File: config.mk
export PLATFORM = sky130hd
export DESIGN_NAME = seq_hit_logger_flat
export DESIGN_NICKNAME = d
export VERILOG_FILES = /design/src/rtl/seq_hit_logger_if.sv /design/src/rtl/seq_hit_logger.sv /design/src/flat_wrapper.sv
export SDC_FILE = /design/constraint.sdc
export NUM_CORES = 1
export LEC_CHECK = 0
export BUFFER_PORTS_ARGS = -buffer_cell sky130_fd_sc_hd__buf_2
export CORE_ASPECT_RATIO = 1.2
export CORE_MARGIN = 5
export CORE_UTILIZATION = 43
export DETAILED_ROUTE_END_ITERATION = 7
export GPL_ROUTABILITY_DRIVEN = 0
export SLEW_MARGIN = 30
export SYNTH_ARGS = -nofsm -noshare
export SYNTH_HDL_FRONTEND = slang
export SYNTH_SLANG_ARGS = --single-unit
File: constraint.sdc
create_clock -name clk -period 3.5 [get_ports clk]
set_clock_uncertainty 0.1 [all_clocks]
set_input_delay 0.35 -clock clk [delete_from_list [all_inputs] [get_ports clk]]
set_output_delay 0.35 -clock clk [all_outputs]
set_load 0.02 [all_outputs]
File: src/rtl/seq_hit_logger_if.sv
// rtl/seq_hit_logger_if.sv - read-side valid/ready port of the hit timestamp logger
//
// Purpose: groups the host drain handshake into one bundle.
// Signals:
//   rd_valid  logger -> host  head entry present
//   rd_ready  host -> logger  host takes the head entry this cycle
//   rd_data   logger -> host  timestamp at the FIFO head (TS_W bits)
// Modports: master = logger side, slave = host side.

interface seq_hit_logger_if #(
  parameter int TS_W = 16
);
  logic            rd_valid;
  logic            rd_ready;
  logic [TS_W-1:0] rd_data;

  modport master (
    output rd_valid,
    output rd_data,
    input  rd_ready
  );

  modport slave (
    input  rd_valid,
    input  rd_data,
    output rd_ready
  );
endinterface

File: src/rtl/seq_hit_logger.sv
// rtl/seq_hit_logger.sv - timestamps sequence-detector hits into a small drainable FIFO
//
// Purpose: samples the detector hit strobe every clock, stamps each hit with a
// free-running timestamp and queues the stamp in a DEPTH-entry FIFO drained by a
// host over a valid/ready port. Keeps saturating hit/drop counters and a sticky
// overflow flag.
// Optional feature macro: HIT_IRQ_EN adds a registered irq output that asserts
// while the FIFO level is at or above THRESH or the overflow flag is set.
// Ports:
//   clk       in   rising-edge clock
//   reset_n   in   asynchronous active-low reset
//   hit       in   detector strobe, level-sampled every edge
//   clear     in   synchronous clear of FIFO, counters and flags (not the timestamp)
//   rd        if   master side of seq_hit_logger_if (rd_valid/rd_ready/rd_data)
//   level     out  FIFO occupancy 0..DEPTH
//   hit_cnt   out  saturating count of all hits, dropped ones included
//   drop_cnt  out  saturating count of hits lost to a full FIFO
//   ovf       out  sticky: some hit was dropped since reset/clear
//   irq       out  only with HIT_IRQ_EN

module seq_hit_logger #(
  parameter int TS_W   = 16,
  parameter int DEPTH  = 4,
  parameter int CNT_W  = 8,
  parameter int THRESH = 3
) (
  input  logic                   clk,
  input  logic                   reset_n,
  input  logic                   hit,
  input  logic                   clear,
  seq_hit_logger_if.master       rd,
  output logic [$clog2(DEPTH):0] level,
  output logic [CNT_W-1:0]       hit_cnt,
  output logic [CNT_W-1:0]       drop_cnt,
  output logic                   ovf
`ifdef HIT_IRQ_EN
  ,
  output logic                   irq
`endif
);

  localparam int PW = $clog2(DEPTH);
  localparam int LW = PW + 1;
  localparam logic [LW-1:0]    FULL_LVL = LW'(DEPTH);
  localparam logic [CNT_W-1:0] CNT_MAX  = '1;

  // Elaboration-time parameter sanity checks.
  if (DEPTH < 2 || (DEPTH & (DEPTH - 1)) != 0) begin : g_bad_depth
    $error("seq_hit_logger: DEPTH must be a power of 2 and >= 2");
  end
  if (THRESH < 1 || THRESH > DEPTH) begin : g_bad_thresh
    $error("seq_hit_logger: THRESH must be in 1..DEPTH");
  end

  logic [TS_W-1:0]  ts_q, ts_d;
  logic [TS_W-1:0]  mem_q [DEPTH];
  logic [TS_W-1:0]  mem_d [DEPTH];
  logic [PW-1:0]    wr_ptr_q, wr_ptr_d;
  logic [PW-1:0]    rd_ptr_q, rd_ptr_d;
  logic [LW-1:0]    level_q, level_d;
  logic [CNT_W-1:0] hit_cnt_q, hit_cnt_d;
  logic [CNT_W-1:0] drop_cnt_q, drop_cnt_d;
  logic             ovf_q, ovf_d;
  logic [TS_W-1:0]  rd_data_q, rd_data_d;
`ifdef HIT_IRQ_EN
  logic             irq_q, irq_d;
`endif

  logic pop;
  logic push;
  logic drop;
  logic full;

  always_comb begin
    // A pop is only honoured when an entry is actually presented.
    pop  = (level_q != '0) & rd.rd_ready;
    full = (level_q == FULL_LVL);
    // A full FIFO still accepts a hit when the head leaves in the same cycle.
    push = hit & (~full | pop);
    drop = hit & full & ~pop;

    ts_d       = ts_q + TS_W'(1);
    mem_d      = mem_q;
    wr_ptr_d   = wr_ptr_q;
    rd_ptr_d   = rd_ptr_q;
    level_d    = level_q;
    hit_cnt_d  = hit_cnt_q;
    drop_cnt_d = drop_cnt_q;
    ovf_d      = ovf_q;

    if (clear) begin
      // clear wins over any hit or pop in the same cycle; the hit is not counted.
      wr_ptr_d   = '0;
      rd_ptr_d   = '0;
      level_d    = '0;
      hit_cnt_d  = '0;
      drop_cnt_d = '0;
      ovf_d      = 1'b0;
    end else begin
      if (push) begin
        mem_d[wr_ptr_q] = ts_q;
        wr_ptr_d        = wr_ptr_q + PW'(1);
      end
      if (pop) begin
        rd_ptr_d = rd_ptr_q + PW'(1);
      end
      case ({push, pop})
        2'b10:   level_d = level_q + LW'(1);
        2'b01:   level_d = level_q - LW'(1);
        default: level_d = level_q;
      endcase
      if (hit && hit_cnt_q != CNT_MAX) begin
        hit_cnt_d = hit_cnt_q + CNT_W'(1);
      end
      if (drop) begin
        ovf_d = 1'b1;
        if (drop_cnt_q != CNT_MAX) begin
          drop_cnt_d = drop_cnt_q + CNT_W'(1);
        end
      end
    end

    // rd_data is a register holding the next head, so there is no
    // combinational path from hit to rd_data. When the FIFO goes empty the
    // last value is kept.
    rd_data_d = (level_d != '0) ? mem_d[rd_ptr_d] : rd_data_q;

`ifdef HIT_IRQ_EN
    irq_d = (level_d >= LW'(THRESH)) | ovf_d;
`endif
  end

  always_ff @(posedge clk or negedge reset_n) begin
    if (!reset_n) begin
      ts_q       <= '0;
      for (int i = 0; i < DEPTH; i++) begin
        mem_q[i] <= '0;
      end
      wr_ptr_q   <= '0;
      rd_ptr_q   <= '0;
      level_q    <= '0;
      hit_cnt_q  <= '0;
      drop_cnt_q <= '0;
      ovf_q      <= 1'b0;
      rd_data_q  <= '0;
`ifdef HIT_IRQ_EN
      irq_q      <= 1'b0;
`endif
    end else begin
      ts_q       <= ts_d;
      mem_q      <= mem_d;
      wr_ptr_q   <= wr_ptr_d;
      rd_ptr_q   <= rd_ptr_d;
      level_q    <= level_d;
      hit_cnt_q  <= hit_cnt_d;
      drop_cnt_q <= drop_cnt_d;
      ovf_q      <= ovf_d;
      rd_data_q  <= rd_data_d;
`ifdef HIT_IRQ_EN
      irq_q      <= irq_d;
`endif
    end
  end

  assign rd.rd_valid = (level_q != '0);
  assign rd.rd_data  = rd_data_q;
  assign level       = level_q;
  assign hit_cnt     = hit_cnt_q;
  assign drop_cnt    = drop_cnt_q;
  assign ovf         = ovf_q;
`ifdef HIT_IRQ_EN
  assign irq         = irq_q;
`endif

endmodule

File: src/flat_wrapper.sv
// flat-port wrapper written by rule: the top's interface ports become plain ports
module seq_hit_logger_flat 
#(
  parameter int TS_W   = 16,
  parameter int DEPTH  = 4,
  parameter int CNT_W  = 8,
  parameter int THRESH = 3
)
  (clk, reset_n, hit, clear, level, hit_cnt, drop_cnt, ovf, rd_rd_valid, rd_rd_data, rd_rd_ready);
  seq_hit_logger_if #(.TS_W(TS_W)) rd_i ();
  input  logic clk;
  input  logic reset_n;
  input  logic hit;
  input  logic clear;
  output logic [$clog2(DEPTH):0] level;
  output logic [CNT_W-1:0] hit_cnt;
  output logic [CNT_W-1:0] drop_cnt;
  output logic ovf;
  output wire logic [$bits(rd_i.rd_valid)-1:0] rd_rd_valid;
  output wire logic [$bits(rd_i.rd_data)-1:0] rd_rd_data;
  input wire logic [$bits(rd_i.rd_ready)-1:0] rd_rd_ready;
  assign rd_rd_valid = rd_i.rd_valid;
  assign rd_rd_data = rd_i.rd_data;
  assign rd_i.rd_ready = rd_rd_ready;
  seq_hit_logger #(.TS_W(TS_W), .DEPTH(DEPTH), .CNT_W(CNT_W), .THRESH(THRESH)) u_core (.clk(clk), .reset_n(reset_n), .hit(hit), .clear(clear), .rd(rd_i), .level(level), .hit_cnt(hit_cnt), .drop_cnt(drop_cnt), .ovf(ovf));
endmodule
Word-level counts from Yosys, hierarchy flattened
Index checks and enable logic that the tools add are counted.

Bits in registers: 120. Input port bits: 5. Output and inout port bits: 37. Logic and storage cells: 66.

Add/subtract/negate cells: 7. Magnitude comparators: 3. Eq/ne operators: 5. Multiplexer cells: 21. Bitwise gates (word level): 9. Reductions and logical operators: 9.

Operators by type and width (number): $mux W64 (2); $bwmux W64 (1); $mux W16 (3); $mux W8 (5); $bmux W16 S2 (1); $demux W16 S2 (1); $add A16 B1 Y16 const B (1); $add A8 B1 Y8 const B (2); $ne A8 B8 Y1 const B (2); $mux W2 (4); $reduce_bool A2 Y1 (4); $ge A3 B3 Y1 const B (2); $not A2 Y3 (2); $pmux W3 S2 (1); $reduce_bool A3 Y1 (2); $add A2 B1 Y2 const B (2); $and A1 B1 Y1 (4); $add A3 B1 Y3 const B (1); $eq A3 B3 Y1 const B (1); $lt A3 B1 Y1 const B (1); $mux W3 (1); $sub A3 B1 Y3 const B (1); $eq A2 B1 Y1 const B (1); $eq A2 B2 Y1 const B (1); 5 further kinds (8).

Longest topological paths before layout
Depth in word-level cells: 11. Depth in mapped cells: 11. Depth with buffers taken out: 9.

Worst setup path before layout
No wires, ideal clock.

Kind: reg2reg. Start: register u_core.level_q[0] (netlist: u_core.level[0]). End: register u_core.rd_data_q[10] (netlist: u_core.rd.rd_data[10]). Setup time: 125 ps. Arrival: 2910 ps. Required time: 3275 ps. Path slack: 365 ps. Cell stages (with the launch flop): 12. Path buffers: 2. Period minus slack after synthesis: 3135 ps. Cells stage by stage: dfrtp_1 -> buf_6 -> or3_1 -> nor2b_1 -> fa_1 -> nand2_1 -> o32a_1 -> o221a_1 -> nor2_1 -> a21oi_2 -> buf_6 -> mux2_2.

Elaborated cells on any way between the ends: 21. Classes of those cells: add/sub: 2; eq/ne: 3; mux: 9; bitwise: 5; reduce/logical: 2.

RTL lines: start: declaration (line seq_hit_logger.sv:60) `logic [LW-1:0] level_q, level_d;`; start signal: assignment (line seq_hit_logger.sv:154) `level_q <= level_d;`; $reduce_bool A3 Y1 (*); net rd_rd_valid (line flat_wrapper.sv:19) `output wire logic [$bits(rd_i.rd_valid)-1:0] rd_rd_valid;`; $and A1 B1 Y1 (*) (line seq_hit_logger.sv:76) `pop = (level_q != '0) & rd.rd_ready;`; $or A1 B1 Y1 (line seq_hit_logger.sv:79) `push = hit & (~full | pop);`; $and A1 B1 Y1 (line seq_hit_logger.sv:79); $eq A2 B1 Y1 / $eq A2 B2 Y1 (equally long branches) (line seq_hit_logger.sv:107) `case ({push, pop})`; $pmux W3 S2 (*) (line seq_hit_logger.sv:107); $mux W3 (*) (line seq_hit_logger.sv:91) `if (clear) begin`; net u_core.level_d[2] (line seq_hit_logger.sv:60); $reduce_bool A3 Y1 (*) (line seq_hit_logger.sv:126) `rd_data_d = (level_d != '0) ? mem_d[rd_ptr_d] : rd_data_q;`; end signal: assignment (line seq_hit_logger.sv:158) `rd_data_q <= rd_data_d;`; end: declaration (line seq_hit_logger.sv:64) `logic [TS_W-1:0] rd_data_q, rd_data_d;`.

The timed path passes the listed nets; every way through them passes the cells marked *. The select of a mux whose other input is x is not followed. A chain may end at the register's enable or synchronous reset.

Worst setup path in the final report
Start: register u_core.level_q[2] (netlist: u_core.level[2]). End: register u_core.rd_data_q[6] (netlist: u_core.rd.rd_data[6]).

Elaborated cells on any way between the ends: 21. Classes of those cells: add/sub: 2; eq/ne: 3; mux: 9; bitwise: 5; reduce/logical: 2.

RTL lines (line): $reduce_bool A3 Y1 / $eq A3 B3 Y1 (equally long branches) (seq_hit_logger.sv:76, seq_hit_logger.sv:77); $and A1 B1 Y1 / $not A1 Y1 (equally long branches) (seq_hit_logger.sv:76, seq_hit_logger.sv:79); $or A1 B1 Y1 (seq_hit_logger.sv:79); $and A1 B1 Y1 (seq_hit_logger.sv:79); $eq A2 B1 Y1 / $eq A2 B2 Y1 (equally long branches) (seq_hit_logger.sv:107); $pmux W3 S2 (*) (seq_hit_logger.sv:107); $mux W3 (*) (seq_hit_logger.sv:91); net u_core.level_d[2] (seq_hit_logger.sv:60); $reduce_bool A3 Y1 (*) (seq_hit_logger.sv:126).

Marked as above.

==> out/metrics.cfg <==
[die]
die_h_um = 138
io_pins = 42
die_x_um = 116
start_util = 0.440
core_um2 = 13200
floorplan.rows = 46
dieArea_um2 = 16000

[setup_path]
cp-start-kind = flip-flop
path_class = reg -> reg
regToRegEndpoint = u_core.rd.rd_data[6]
cp_max_fo = 16
cp.arrival_ps = 3310
reg2reg_slack_ps = 380
ff2ff_path_depth = 9
cp-end-kind = flip-flop
cp.required_ps = 3690
r2r_start = u_core.level[2]

[sta]
fin_crit_sh = 0.892
finalSetupTns_ps = 0
tightest_slew_ps = 729
whs_ps = 299
timing.final.ws_setup_ps = 377
max_freq_mhz = 320
hold_viol = 0
final_max_slew_viol_count = 0
setup_viol = 0
grt_setup_unrepaired = false
relSlewSlack = 0.513
finalCriticalPeriod_ps = 3120

[placement]
placedCellCount = 674
place_ws_ps = 361
io_buffers = 41
hpwlAfterDp_um = 7760

[route]
drt_iter0_drc = 177
drtPass1Iterations = 4
wl_um = 13000
vias = 3956
wire_per_inst_um = 18.3
drc_errors = 0
ant_nets = 0
vias_per_cell = 5.60

[clock_tree]
cts_setup_buffers = 0
htree_num_levels = 4
cts_num_sinks = 120
insertion_delay_ps = 420
path_clk_slew_ps = 50
cts-root-buf = clkbuf_16
cts_buffer_depth = 2
tritoncts = yes
cts_buffers = 17

[finish]
final_cell_count_no_fill = 707
num-nets-final = 539
antennaDiodeCount = 0
final_common_cell = dfrtp_1
fin_util = 0.517
syn2layout_area_growth_pct = 17.5
final_cell_mix = 120 x dfrtp_1, 69 x mux2_2, 57 x nor2_1
drive_gt1_frac = 0.323
nFillCells = 1155

[logic_synthesis]
avgSynthCellArea_um2 = 11.9
yosys_register_bits = 120
synth_nets = 504
synth_area_um2 = 5830
synth_cell_types = 50
yosysWarnings = 0
synth_seq_area_share = 0.515
netlist_instances = 491

[grt]
globalRoute.totalOverflow = 0
antenna_found_initial = 0
grt_pass1_vias = 4138
track_usage = 0.174
grt_max_degree = 121
grt_pass1_wl_um = 21500

[worst_hold_path]
hold-path-endpoint = u_core.rd_ptr_q[0]
min_from = clear
hold_path.class = in -> reg
whs_path_depth = 2

[power]
leakage_nw = 3.21
power_density_nw_per_um2 = 747
peakVddDrop_v = 0.000360

[job]
maxCapViolCount = 0

[status]
status = completed

==> worst max-delay path: stages, from the launching register on <==
cell     delay, ps
dfrtp_1        370
or3_1          390
nor2b_1        170
fa_1           410
nand2_1        130
o32a_1         160
o221a_1        180
nor2_1          80
a21oi_4        600
mux2_2         410
==> area by class of cell <==
| cell class | instances | area [um2] | area share |
|---|---|---|---|
| Clock buffer | 24 | 492 | 0.0718 |
| Clock inverter | 8 | 165 | 0.0241 |
| Inverter | 6 | 22.5 | 0.00329 |
| Multi-Input combinational cell | 327 | 2630 | 0.383 |
| Sequential cell | 120 | 3000 | 0.438 |
| Tap cell | 168 | 210 | 0.0307 |
| Timing Repair Buffer | 54 | 333 | 0.0486 |
==> report_power, final <==
part	switching, mW	leakage (nW)	internal [mW]
clock	0.602	0.324	1.34
combinational	0.883	1.29	0.590
sequential	0.111	1.59	1.60
==> cell usage after synthesis (all sizes together) <==
cell type / instances / share of area
inv: 6 / 0.0039
and2: 1 / 0.0011
fa: 1 / 0.0034
o211a: 1 / 0.0017
nor4b: 1 / 0.0015
nor3: 1 / 0.00086
and3: 5 / 0.0054
clkbuf: 22 / 0.014
o21a: 1 / 0.0013
nor2: 57 / 0.037
xor2: 12 / 0.018
o221ai: 33 / 0.060
a21oi: 7 / 0.0067
o31ai: 1 / 0.0036
a21o: 1 / 0.0013
nand2: 22 / 0.014
nor2b: 3 / 0.0032
nand4: 10 / 0.020
o311ai: 1 / 0.0015
o2111ai: 1 / 0.0015
o21ai: 26 / 0.024
mux2i: 3 / 0.0052
nand3: 11 / 0.012
buf: 16 / 0.021
xnor2: 17 / 0.027
nor4: 1 / 0.0011
mux2: 78 / 0.15
a31oi: 16 / 0.017
o32a: 1 / 0.0017
or4b: 1 / 0.0017
o31a: 1 / 0.0015
ha: 7 / 0.015
dfrtp: 120 / 0.52
or3: 3 / 0.0032
nand2b: 2 / 0.0021
o221a: 1 / 0.0019
==> stage by stage <==
| step | instance area [um2] | total power [mW] |
|---|---|---|
| finish | 6850 | 5.12 |
| global route | 6850 | 5.35 |
| CTS | 6840 | 5.15 |
| detailed placement | 6180 | 3.21 |
| global placement | 6160 | 3.14 |
| floorplan | 5830 | 2.79 |
==> worst max path at each step <==
stage / from / endpoint / slack (ps) / depth (start not counted)
floorplan: u_core.level[0] / u_core.rd.rd_data[10] / 360 / 11
global placement: u_core.level[2] / u_core.rd.rd_data[8] / 140 / 9
detailed placement: u_core.level[2] / u_core.rd.rd_data[12] / 360 / 9
CTS: u_core.level[2] / u_core.rd.rd_data[12] / 350 / 9
global route: u_core.level[2] / u_core.rd.rd_data[12] / 230 / 9
finish: u_core.level[2] / u_core.rd.rd_data[6] / 380 / 9
==> what timing repair did <==
action,in CTS,in global routing
endpoints found under the hold margin,120,0
resized for setup,0,0
endpoints found under the setup margin,0,0
hold buffers,1,0
==> metal layers <==
layer / global-route usage / up-vias / wire length, um / share of wire
met3: 0.0404 / 28 / 510 / 0.039
met5: 0 / - / 0 / 0
met2: 0.276 / 76 / 6240 / 0.48
met4: 0.0799 / 0 / 398 / 0.031
met1: 0.226 / 1995 / 5810 / 0.45
li1: - / 1857 / - / -
==> flip-flops by register name, summed over array words and instances (netlist names) <==
| register | count |
|---|---|
| u_core.mem_q | 64 |
| u_core.rd.rd_data | 16 |
| u_core.ts_q | 16 |
| u_core.drop_cnt | 8 |
| u_core.hit_cnt | 8 |
| u_core.level | 3 |
| u_core.rd_ptr_q | 2 |
| u_core.wr_ptr_q | 2 |
| u_core.ovf | 1 |
==> kinds of logic after synthesis <==
logic type / count (synthesis) / share of synthesized area
adder cells (fa/ha/maj): 8 / 0.0185
AND/OR/NAND/NOR: 118 / 0.102
flip-flops: 120 / 0.515
AO/OA/AOI/OAI: 91 / 0.124
XOR/XNOR: 29 / 0.0449
multiplexers: 81 / 0.157
buffers and inverters: 44 / 0.0389
Power figures use the tool's default switching activity.
